## src/rtl/mole_game_pkg.sv

```systemverilog
// Shared encodings for the whack-a-mole sequencer: FSM states, slot indices, LFSR seed/taps.
package mole_game_pkg;

  typedef logic [2:0] state_t;

  localparam state_t ST_IDLE  = 3'd0;
  localparam state_t ST_SPAWN = 3'd1;
  localparam state_t ST_SHOW  = 3'd2;
  localparam state_t ST_HIT   = 3'd3;
  localparam state_t ST_MISS  = 3'd4;
  localparam state_t ST_OVER  = 3'd5;

  localparam logic [2:0] SLOT_TOP    = 3'd0;
  localparam logic [2:0] SLOT_LEFT   = 3'd1;
  localparam logic [2:0] SLOT_CENTER = 3'd2;
  localparam logic [2:0] SLOT_RIGHT  = 3'd3;
  localparam logic [2:0] SLOT_BOT    = 3'd4;
  localparam int         NUM_SLOTS   = 5;

  // Galois right-shift mask for x^8+x^6+x^5+x^4+1
  localparam logic [7:0] LFSR_SEED = 8'hA5;
  localparam logic [7:0] LFSR_TAPS = 8'hB8;

  localparam int TIMER_W = 16;

  function automatic logic [7:0] lfsr_step(input logic [7:0] cur);
    return {1'b0, cur[7:1]} ^ (cur[0] ? LFSR_TAPS : 8'h00);
  endfunction

  function automatic logic [2:0] slot_next(input logic [2:0] s);
    return (s == SLOT_BOT) ? SLOT_TOP : s + 3'd1;
  endfunction

  function automatic logic [4:0] slot_onehot(input logic [2:0] s);
    return 5'd1 << s;
  endfunction

endpackage

```

## src/rtl/mole_game_ctrl_lfsr.sv

```systemverilog
// 8-bit Galois LFSR stepping every clk_pixel cycle; exposes the current value reduced to a slot 0..4.
module mole_lfsr
  import mole_game_pkg::*;
(
  input  logic       clk_pixel,
  input  logic       rst,
  output logic [2:0] slot
);

  logic [7:0] lfsr_r;

  // Free-running sequence; button timing decides which value gets sampled
  always_ff @(posedge clk_pixel or posedge rst) begin
    if (rst) begin
      lfsr_r <= LFSR_SEED;
    end else begin
      lfsr_r <= lfsr_step(lfsr_r);
    end
  end

  always_comb begin
    slot = 3'(lfsr_r % 8'(NUM_SLOTS));
  end

endmodule

```

## src/rtl/mole_game_ctrl.sv

```systemverilog
// Whack-a-mole game sequencer: tick prescaler, state timer, FSM, score and round counters.
// Optional build macro SPEEDUP_EN shortens mole exposure as the score rises.
module mole_game_ctrl
  import mole_game_pkg::*;
#(
  parameter int TICK_DIV    = 25000,
  parameter int MOLE_TICKS  = 1000,
  parameter int FLASH_TICKS = 300,
  parameter int ROUNDS      = 20
`ifdef SPEEDUP_EN
  , parameter int MIN_TICKS = 250
`endif
) (
  input  logic       clk_pixel,
  input  logic       rst,
  input  logic       start,
  input  logic [4:0] btn,
  output logic [2:0] mole_position,
  output logic       mole_visible,
  output logic [7:0] score,
  output logic       guess_correct,
  output logic       guess_wrong,
  output logic       game_over
);

  localparam int PRESC_W = $clog2(TICK_DIV + 1);

  logic [PRESC_W-1:0] presc_r;
  logic               tick_s;
  logic [2:0]         slot_s;
  logic [2:0]         spawn_pos_s;
  state_t             state_r, state_nxt_s;
  logic [TIMER_W-1:0] timer_r, timer_nxt_s, show_load_s;
  logic [7:0]         score_nxt_s;
  logic [7:0]         rounds_r, rounds_nxt_s;
  logic [2:0]         pos_nxt_s;

  mole_lfsr u_lfsr (
    .clk_pixel (clk_pixel),
    .rst       (rst),
    .slot      (slot_s)
  );

  assign tick_s = (presc_r == PRESC_W'(TICK_DIV - 1));

  // Game tick prescaler
  always_ff @(posedge clk_pixel or posedge rst) begin
    if (rst) begin
      presc_r <= {PRESC_W{1'b0}};
    end else if (tick_s) begin
      presc_r <= {PRESC_W{1'b0}};
    end else begin
      presc_r <= presc_r + PRESC_W'(1);
    end
  end

`ifdef SPEEDUP_EN
  logic [31:0] speed_dec_s;

  // Exposure shrinks by 50 ticks per 4 points, floored at MIN_TICKS
  always_comb begin
    speed_dec_s = 32'd50 * {26'd0, score[7:2]};
    if (32'(MOLE_TICKS) > 32'(MIN_TICKS) + speed_dec_s) begin
      show_load_s = TIMER_W'(32'(MOLE_TICKS) - speed_dec_s);
    end else begin
      show_load_s = TIMER_W'(MIN_TICKS);
    end
  end
`else
  always_comb begin
    show_load_s = TIMER_W'(MOLE_TICKS);
  end
`endif

  // Next-state, timer and counter decisions
  always_comb begin
    state_nxt_s  = state_r;
    timer_nxt_s  = timer_r;
    score_nxt_s  = score;
    rounds_nxt_s = rounds_r;
    pos_nxt_s    = mole_position;
    spawn_pos_s  = slot_s;
    case (state_r)
      ST_IDLE, ST_OVER: begin
        if (start) begin
          state_nxt_s  = ST_SPAWN;
          score_nxt_s  = 8'd0;
          rounds_nxt_s = 8'd0;
        end else begin
          state_nxt_s = state_r;
        end
      end
      ST_SPAWN: begin
        if (slot_s == mole_position) begin
          spawn_pos_s = slot_next(slot_s);
        end else begin
          spawn_pos_s = slot_s;
        end
        pos_nxt_s   = spawn_pos_s;
        state_nxt_s = ST_SHOW;
        timer_nxt_s = show_load_s;
      end
      ST_SHOW: begin
        // A press always wins over a same-cycle expiry
        if (btn != 5'd0) begin
          timer_nxt_s = TIMER_W'(FLASH_TICKS);
          if (btn == slot_onehot(mole_position)) begin
            state_nxt_s = ST_HIT;
            score_nxt_s = (score == 8'hFF) ? 8'hFF : score + 8'd1;
          end else begin
            state_nxt_s = ST_MISS;
          end
        end else if (tick_s) begin
          if (timer_r == TIMER_W'(1)) begin
            state_nxt_s = ST_MISS;
            timer_nxt_s = TIMER_W'(FLASH_TICKS);
          end else begin
            timer_nxt_s = timer_r - TIMER_W'(1);
          end
        end else begin
          timer_nxt_s = timer_r;
        end
      end
      ST_HIT, ST_MISS: begin
        if (tick_s) begin
          if (timer_r == TIMER_W'(1)) begin
            rounds_nxt_s = rounds_r + 8'd1;
            timer_nxt_s  = {TIMER_W{1'b0}};
            if (rounds_r == 8'(ROUNDS - 1)) begin
              state_nxt_s = ST_OVER;
            end else begin
              state_nxt_s = ST_SPAWN;
            end
          end else begin
            timer_nxt_s = timer_r - TIMER_W'(1);
          end
        end else begin
          timer_nxt_s = timer_r;
        end
      end
      default: begin
        state_nxt_s = ST_IDLE;
      end
    endcase
  end

  // State, counters and registered outputs
  always_ff @(posedge clk_pixel or posedge rst) begin
    if (rst) begin
      state_r       <= ST_IDLE;
      timer_r       <= {TIMER_W{1'b0}};
      rounds_r      <= 8'd0;
      score         <= 8'd0;
      mole_position <= 3'd0;
      mole_visible  <= 1'b0;
      guess_correct <= 1'b0;
      guess_wrong   <= 1'b0;
      game_over     <= 1'b0;
    end else begin
      state_r       <= state_nxt_s;
      timer_r       <= timer_nxt_s;
      rounds_r      <= rounds_nxt_s;
      score         <= score_nxt_s;
      mole_position <= pos_nxt_s;
      mole_visible  <= (state_nxt_s == ST_SHOW);
      guess_correct <= (state_nxt_s == ST_HIT);
      guess_wrong   <= (state_nxt_s == ST_MISS);
      game_over     <= (state_nxt_s == ST_OVER);
    end
  end

endmodule

```

## config.mk

```make
export PLATFORM = sky130hd
export DESIGN_NAME = mole_game_ctrl
export DESIGN_NICKNAME = d
export VERILOG_FILES = /design/src/rtl/mole_game_pkg.sv /design/src/rtl/mole_game_ctrl_lfsr.sv /design/src/rtl/mole_game_ctrl.sv
export SDC_FILE = /design/constraint.sdc
export NUM_CORES = 1
export LEC_CHECK = 0
export CORE_UTILIZATION = 55
export DETAILED_ROUTE_END_ITERATION = 6
export DONT_BUFFER_PORTS = 1
export HOLD_SLACK_MARGIN = 0.06
export PLACE_DENSITY_LB_ADDON = 0.2
export SYNTH_ARGS = -nofsm -noshare
export SYNTH_HDL_FRONTEND = slang
export SYNTH_SLANG_ARGS = --single-unit
```

## constraint.sdc

```tcl
create_clock -name clk_pixel -period 5.3 [get_ports clk_pixel]
set_clock_uncertainty 0.2 [all_clocks]
set_input_delay 1.06 -clock clk_pixel [delete_from_list [all_inputs] [get_ports clk_pixel]]
set_output_delay 1.06 -clock clk_pixel [all_outputs]
set_load 0.1 [all_outputs]
```

=== Word level (Yosys, flattened, before mapping) ===
Cells that the tools add are included.

* Input port bits: 8
* Output and inout port bits: 15
* Register bits after elaboration: 65
* Word-level logic and storage cells: 78

* Mux-type cells: 27
* Bitwise operators: 1
* Divide/modulo/power cells: 1
* Add/sub/neg operators: 5
* Equality and inequality tests: 22
* Shift-type cells: 1
* Reduce and logical (&&, ||, !) cells: 10

{| class="wikitable"
|+ Operators by type and width
! operator !! count
|-
| 2-to-1 mux 16 bit || 5
|-
| 2-to-1 mux 8 bit || 7
|-
| one-hot mux 16 bit (3 select lines) || 1
|-
| one-hot mux 8 bit (2 select lines) || 2
|-
| 2-to-1 mux 3 bit || 10
|-
| adder 8 x 1 -> 8 bit, second input constant || 2
|-
| == test 16 x 1 -> 1 bit, second input constant || 1
|-
| subtractor 16 x 1 -> 16 bit, second input constant || 1
|-
| adder 15 x 1 -> 15 bit, second input constant || 1
|-
| == test 15 bit, second input constant || 1
|-
| == test 3 bit, second input constant || 5
|-
| 2-to-1 mux 15 bit || 1
|-
| == test 3 x 2 -> 1 bit, second input constant || 4
|-
| one-hot mux 3 bit (4 select lines) || 1
|-
| inequality test 2 bit, second input constant || 5
|-
| == test 8 x 5 -> 1 bit, second input constant || 1
|-
| == test 8 bit, second input constant || 1
|-
| modulo 8 x 3 -> 8 bit, second input constant || 1
|-
| AND reduction 4 bit || 2
|-
| XOR 7 x 8 -> 8 bit || 1
|-
| == test 5 bit || 1
|-
| nonzero test 5 bit || 1
|-
| left shift 1 x 3 -> 5 bit, first input constant || 1
|-
| nonzero test 2 bit || 2
|-
| 8 further kinds || 9
|}

=== Depth between registers and ports, before layout ===
* Word-level depth: 6
* Depth in mapped cells: 18
* Depth with buffers taken out: 17

=== Modules after synthesis ===
A second synthesis with hierarchy kept.

* Cells, all modules: 531
* Area, all modules: 4528.1 um^2

{| class="wikitable"
|+ Modules (own cells, without submodules)
! module !! cells an instance !! seq. area each (um^2) !! instances !! area an instance (um^2)
|-
| mole_game_ctrl || 394 || 1426.4 || 1 || 3408.3
|-
| mole_lfsr || 137 || 205.2 || 1 || 1119.8
|}

=== Worst setup path after synthesis ===
No wires, ideal clock.

* Kind: reg2reg
* From: register u_lfsr.lfsr_r[5]
* To: register mole_position[0]
* Data required time: 4.974 ns
* Arrival time: 3.740 ns
* Cell stages (with the launch flop): 17
* Path buffers: 0
* Period minus slack after synthesis: 4.066 ns
* Library setup time: 0.126 ns
* Slack: 1.234 ns
* Cell sequence: dfstp_2 -> nor4bb_1 -> a22oi_1 -> o21a_1 -> o211ai_2 -> clkinv_2 -> ha_1 -> nand3b_1 -> a22oi_2 -> inv_1 -> ha_1 -> nand2b_1 -> a21oi_2 -> nor3_1 -> o311a_2 -> mux2i_1 -> a221o_1

* Word-level cells in the longest chain between the ends: 4
* Elaborated cells on any way between the ends: 6
* Classes of those cells: 1 x add/sub; 1 x div; 2 x eq/ne; 2 x mux

{| class="wikitable"
|+ Ends and longest elaborated chain
! item !! RTL line !! RTL
|-
| from (decl) || mole_game_ctrl_lfsr.sv:10 || <nowiki>logic [7:0] lfsr_r;</nowiki>
|-
| from (signal assigned) || mole_game_ctrl_lfsr.sv:17 || <nowiki>lfsr_r <= lfsr_step(lfsr_r);</nowiki>
|-
| modulo 8 x 3 -> 8 bit (*) || mole_game_ctrl_lfsr.sv:22 || <nowiki>slot = 3'(lfsr_r % 8'(NUM_SLOTS));</nowiki>
|-
| adder 3 x 1 -> 3 bit or == test 3 bit (tied branches) || mole_game_pkg.sv:31 || <nowiki>return (s == SLOT_BOT) ? SLOT_TOP : s + 3'd1;</nowiki>
|-
| 2-to-1 mux 3 bit || mole_game_pkg.sv:31 ||
|-
| 2-to-1 mux 3 bit (*) || mole_game_ctrl.sv:94 || <nowiki>if (slot_s == mole_position) begin</nowiki>
|-
| to (signal assigned) || mole_game_ctrl.sv:164 || <nowiki>mole_position <= pos_nxt_s;</nowiki>
|-
| to (decl) || mole_game_ctrl.sv:18 || <nowiki>output logic [2:0] mole_position,</nowiki>
|}

Every way passes the cells marked *; elsewhere a longest branch is shown, timed or not.
A chain may end at the register's enable or synchronous reset.

=== Worst setup path in the final report ===
Ends and elaborated chain as after synthesis.

==> flow_summary_export.csv <==
group,metric,value,unit
outcome,status,"complete, no violations",
logic_synthesis,synthDistinctLibCells,71,
global_routing,grt_pass1_vias,3312,
placed_design,io_buffers,0,
power_and_ir_drop,ir_worst_vdd,0.422,mV
power_and_ir_drop,total_power,1.67,mW
detailed_routing,firstDrtPassIters,5,
critical_path,required,5.32,ns
power_and_ir_drop,intPower,0.957,mW
clocking,ctsLongestPathBuffers,2,
detailed_routing,wl_per_cell,14.7,um
logic_synthesis,synth_top_area_cell,"dfrtp_1",
sta,worstMarginPinSlew,1.04,ns
die,die_w,89.8,um
run,maxCapViolations,0,
critical_path,end_kind,"flop",
logic_synthesis,ys_ff_latch,65,
sta,fin_tns_setup,0,ns
cells_and_area,drive_above_1_share,9.33,%
cells_and_area,final_nets,517,
logic_synthesis,syn_area,0.00424,sq mm
global_routing,grt_overflow,0,
power_and_ir_drop,p_per_area,369,mW/mm^2
cells_and_area,n_fill_cell,627,
sta,final_hold_viol_count,0,
power_and_ir_drop,power_frac_clock,24.2,%
sta,rsz0062_at_grt,"false",
clocking,cts_made_buffers,9,
power_and_ir_drop,p_leak,1.90,nW
logic_synthesis,ys.flop_type,"dfrtp_1",
critical_path,start_kind,"flop",
detailed_routing,post-route-drc-count,0,
sta,slew_headroom,30.9,%
sta,final-max-slew-violation-count,0,
clocking,htreeDepth,3,
logic_synthesis,synth_edf_count,0,
clocking,clock_latency,0.33,ns
clocking,cts_setup_buffers,0,
global_routing,grt_max_degree,66,
die,chipHeight,89.8,um
die,start_util,57.5,%
logic_synthesis,ys_seq_area_share,38.5,%
detailed_routing,num_vias,3602,
logic_synthesis,synth.area.top_cells,"dfrtp_1, nor2_1, o21ai_0, xor2_1, a21oi_1",
clocking,cts_root_buffer,"clkbuf_8",
die,dieArea,0.00806,sq mm
logic_synthesis,netlist.area_leader.share,36.0,%
min_path,worstHoldPathType,"reg2reg",
cells_and_area,area_growth,6.49,%
clocking,cts.sinks,65,
die,floorplan.io_pins,23,
cells_and_area,layout_common_cells,"nor2_1, dfrtp_1, nand2_1",
power_and_ir_drop,p_sw_share,42.6,%
logic_synthesis,synthesis.nets,517,
clocking,cts_tree,"built",
logic_synthesis,async_flop_share,100,%
global_routing,grt.total_usage,23.0,%
die,placementRows,31,
clocking,clk_pin_slew,0.07,ns
detailed_routing,drt.antenna.violating_nets,0,
power_and_ir_drop,p_switching,0.710,mW
die,core-area,0.00737,sq mm
power_and_ir_drop,combPwrFrac,31.0,%
cells_and_area,n_antenna_cell,0,
logic_synthesis,synth.yosys.warnings,0,
critical_path,critPathMaxFanout,17,
sta,setup_viol,0,
detailed_routing,wl,8880,um
logic_synthesis,syn_area_per_cell,8.48,sq um
detailed_routing,first_iter_violations,298,
placed_design,place.gp.congestion,0.824,
sta,fin_crit_sh,88.5,%
detailed_routing,vias_per_cell,5.97,
global_routing,grt_pass1_wl,15100,um
power_and_ir_drop,p_seq_share,44.8,%
placed_design,dp_hpwl,6350,um
sta,fin_crit,4.69,ns
logic_synthesis,synthCells,500,
cells_and_area,final_common_cell,"nor2_1",
sta,timing.fmax,213,MHz
critical_path,worst_ep_arrival_time,4.70,ns
critical_path,criticalPathCategory,"reg2reg",
clocking,cts_hold_buffers,0,
clocking,cts_resized,0,
global_routing,antenna_found_initial,0,
[per-layer routing]
| layer | routed length (um) | GRT usage [%] | vias to the layer above |
|---|---|---|---|
| met4 | 122 | 9.02 | 0 |
| met5 | 0 | 0 | - |
| li1 | - | - | 1799 |
| met3 | 390 | 3.98 | 11 |
| met2 | 4150 | 36.4 | 87 |
| met1 | 4210 | 31.5 | 1705 |
[worst max-delay path: stages (launching register included)]
cell      delay (ns)
dfstp_2         0.70
nor4bb_1        0.41
a22oi_1         0.17
o21a_1          0.14
o211ai_2        0.25
clkinv_2        0.16
ha_1            0.24
nand3b_1        0.18
a22oi_2         0.35
inv_1           0.11
ha_1            0.20
nand2b_1        0.19
a21oi_2         0.30
nor3_1          0.09
o311a_2         0.42
mux2i_1         0.13
a221o_1         0.32
[cell type report]
| cell class | count | area [sq um] | area share (%) |
|---|---|---|---|
| Multi-Input combinational cell | 399 | 2450 | 54.4 |
| Sequential cell | 65 | 1630 | 36.1 |
| Timing Repair Buffer | 7 | 52.6 | 1.16 |
| Inverter | 18 | 68.8 | 1.52 |
| Clock buffer | 10 | 128 | 2.83 |
| Tap cell | 99 | 124 | 2.74 |
| Clock inverter | 5 | 56.3 | 1.25 |
[cell usage after synthesis, types with 3 or more instances]
| library cell | count |
|---|---|
| a21oi_1 | 33 |
| a31oi_1 | 5 |
| and2_1 | 4 |
| and3_1 | 7 |
| clkbuf_1 | 11 |
| dfrtp_1 | 61 |
| dfstp_2 | 4 |
| ha_1 | 9 |
| inv_1 | 17 |
| mux2i_1 | 7 |
| nand2_1 | 44 |
| nand2b_1 | 14 |
| nand3_1 | 25 |
| nand3b_1 | 3 |
| nor2_1 | 70 |
| nor2b_1 | 9 |
| nor3_1 | 17 |
| nor3b_1 | 4 |
| nor4_1 | 7 |
| nor4b_1 | 3 |
| nor4bb_1 | 4 |
| o211ai_1 | 5 |
| o21ai_0 | 35 |
| o22a_1 | 3 |
| o22ai_1 | 3 |
| o31ai_1 | 7 |
| or2_2 | 4 |
| or4_1 | 3 |
| xnor2_1 | 8 |
| xor2_1 | 20 |
[cells by family (layout without fill, tap and decap cells)]
| group | Yosys count | in the layout | share of synthesized area (%) |
|---|---|---|---|
| xor+xnor | 29 | 29 | 6.17 |
| flops | 65 | 65 | 38.5 |
| compound gates | 124 | 124 | 19.7 |
| fa+ha+maj | 9 | 9 | 2.66 |
| simple gates | 229 | 229 | 27.4 |
| buf+inv | 36 | 40 | 3.63 |
| mux | 8 | 8 | 1.92 |
[sequential cells by signal, indices dropped and copies added (netlist names)]
| signal | cells |
|---|---|
| game_over | 1 |
| guess_correct | 1 |
| guess_wrong | 1 |
| mole_position | 3 |
| mole_visible | 1 |
| presc_r | 15 |
| rounds_r | 8 |
| score | 8 |
| state_r | 3 |
| timer_r | 16 |
| u_lfsr.lfsr_r | 8 |
[power groups by stage]
stage	clock, mW	combinational [mW]	sequential (mW)
2_1_floorplan	0	0.407	0.749
3_3_place_gp	0	0.503	0.753
3_5_place_dp	0	0.517	0.754
4_1_cts	0.411	0.519	0.745
5_1_grt	0.433	0.594	0.759
6_report	0.403	0.517	0.747
[worst paths after layout]
path	start	endpoint	slack [ns]	cells after the start
setup / recovery	u_lfsr.lfsr_r[5]$_DFF_PP1_	mole_position[0]$_DFFE_PP0P_	0.61	16
hold / removal	u_lfsr.lfsr_r[1]$_DFF_PP0_	u_lfsr.lfsr_r[0]$_DFF_PP1_	0.29	0
setup reg to reg	u_lfsr.lfsr_r[5]$_DFF_PP1_	mole_position[0]$_DFFE_PP0P_	0.61	16
hold reg to reg	u_lfsr.lfsr_r[1]$_DFF_PP0_	u_lfsr.lfsr_r[0]$_DFF_PP1_	0.29	0
max in group asynchronous	rst	timer_r[15]$_DFFE_PP0P_	3.75	2
min in group asynchronous	rst	score[1]$_DFFE_PP0P_	0.63	2
[stage by stage]
step           hold slack [ns]  instance area (sq um)  setup WS, ns  std cells  utilization, %
6_report                 0.289                   4520         0.611        603            61.3
2_1_floorplan            0.183                   4240          1.23        500               -
5_1_grt                  0.295                   4520         0.360        603            61.3
4_1_cts                  0.283                   4520         0.660        603            61.3
3_3_place_gp             0.261                   4330         0.861        588            58.8
3_5_place_dp             0.269                   4330         0.680        588            58.8
Power figures use the tool's default switching activity.
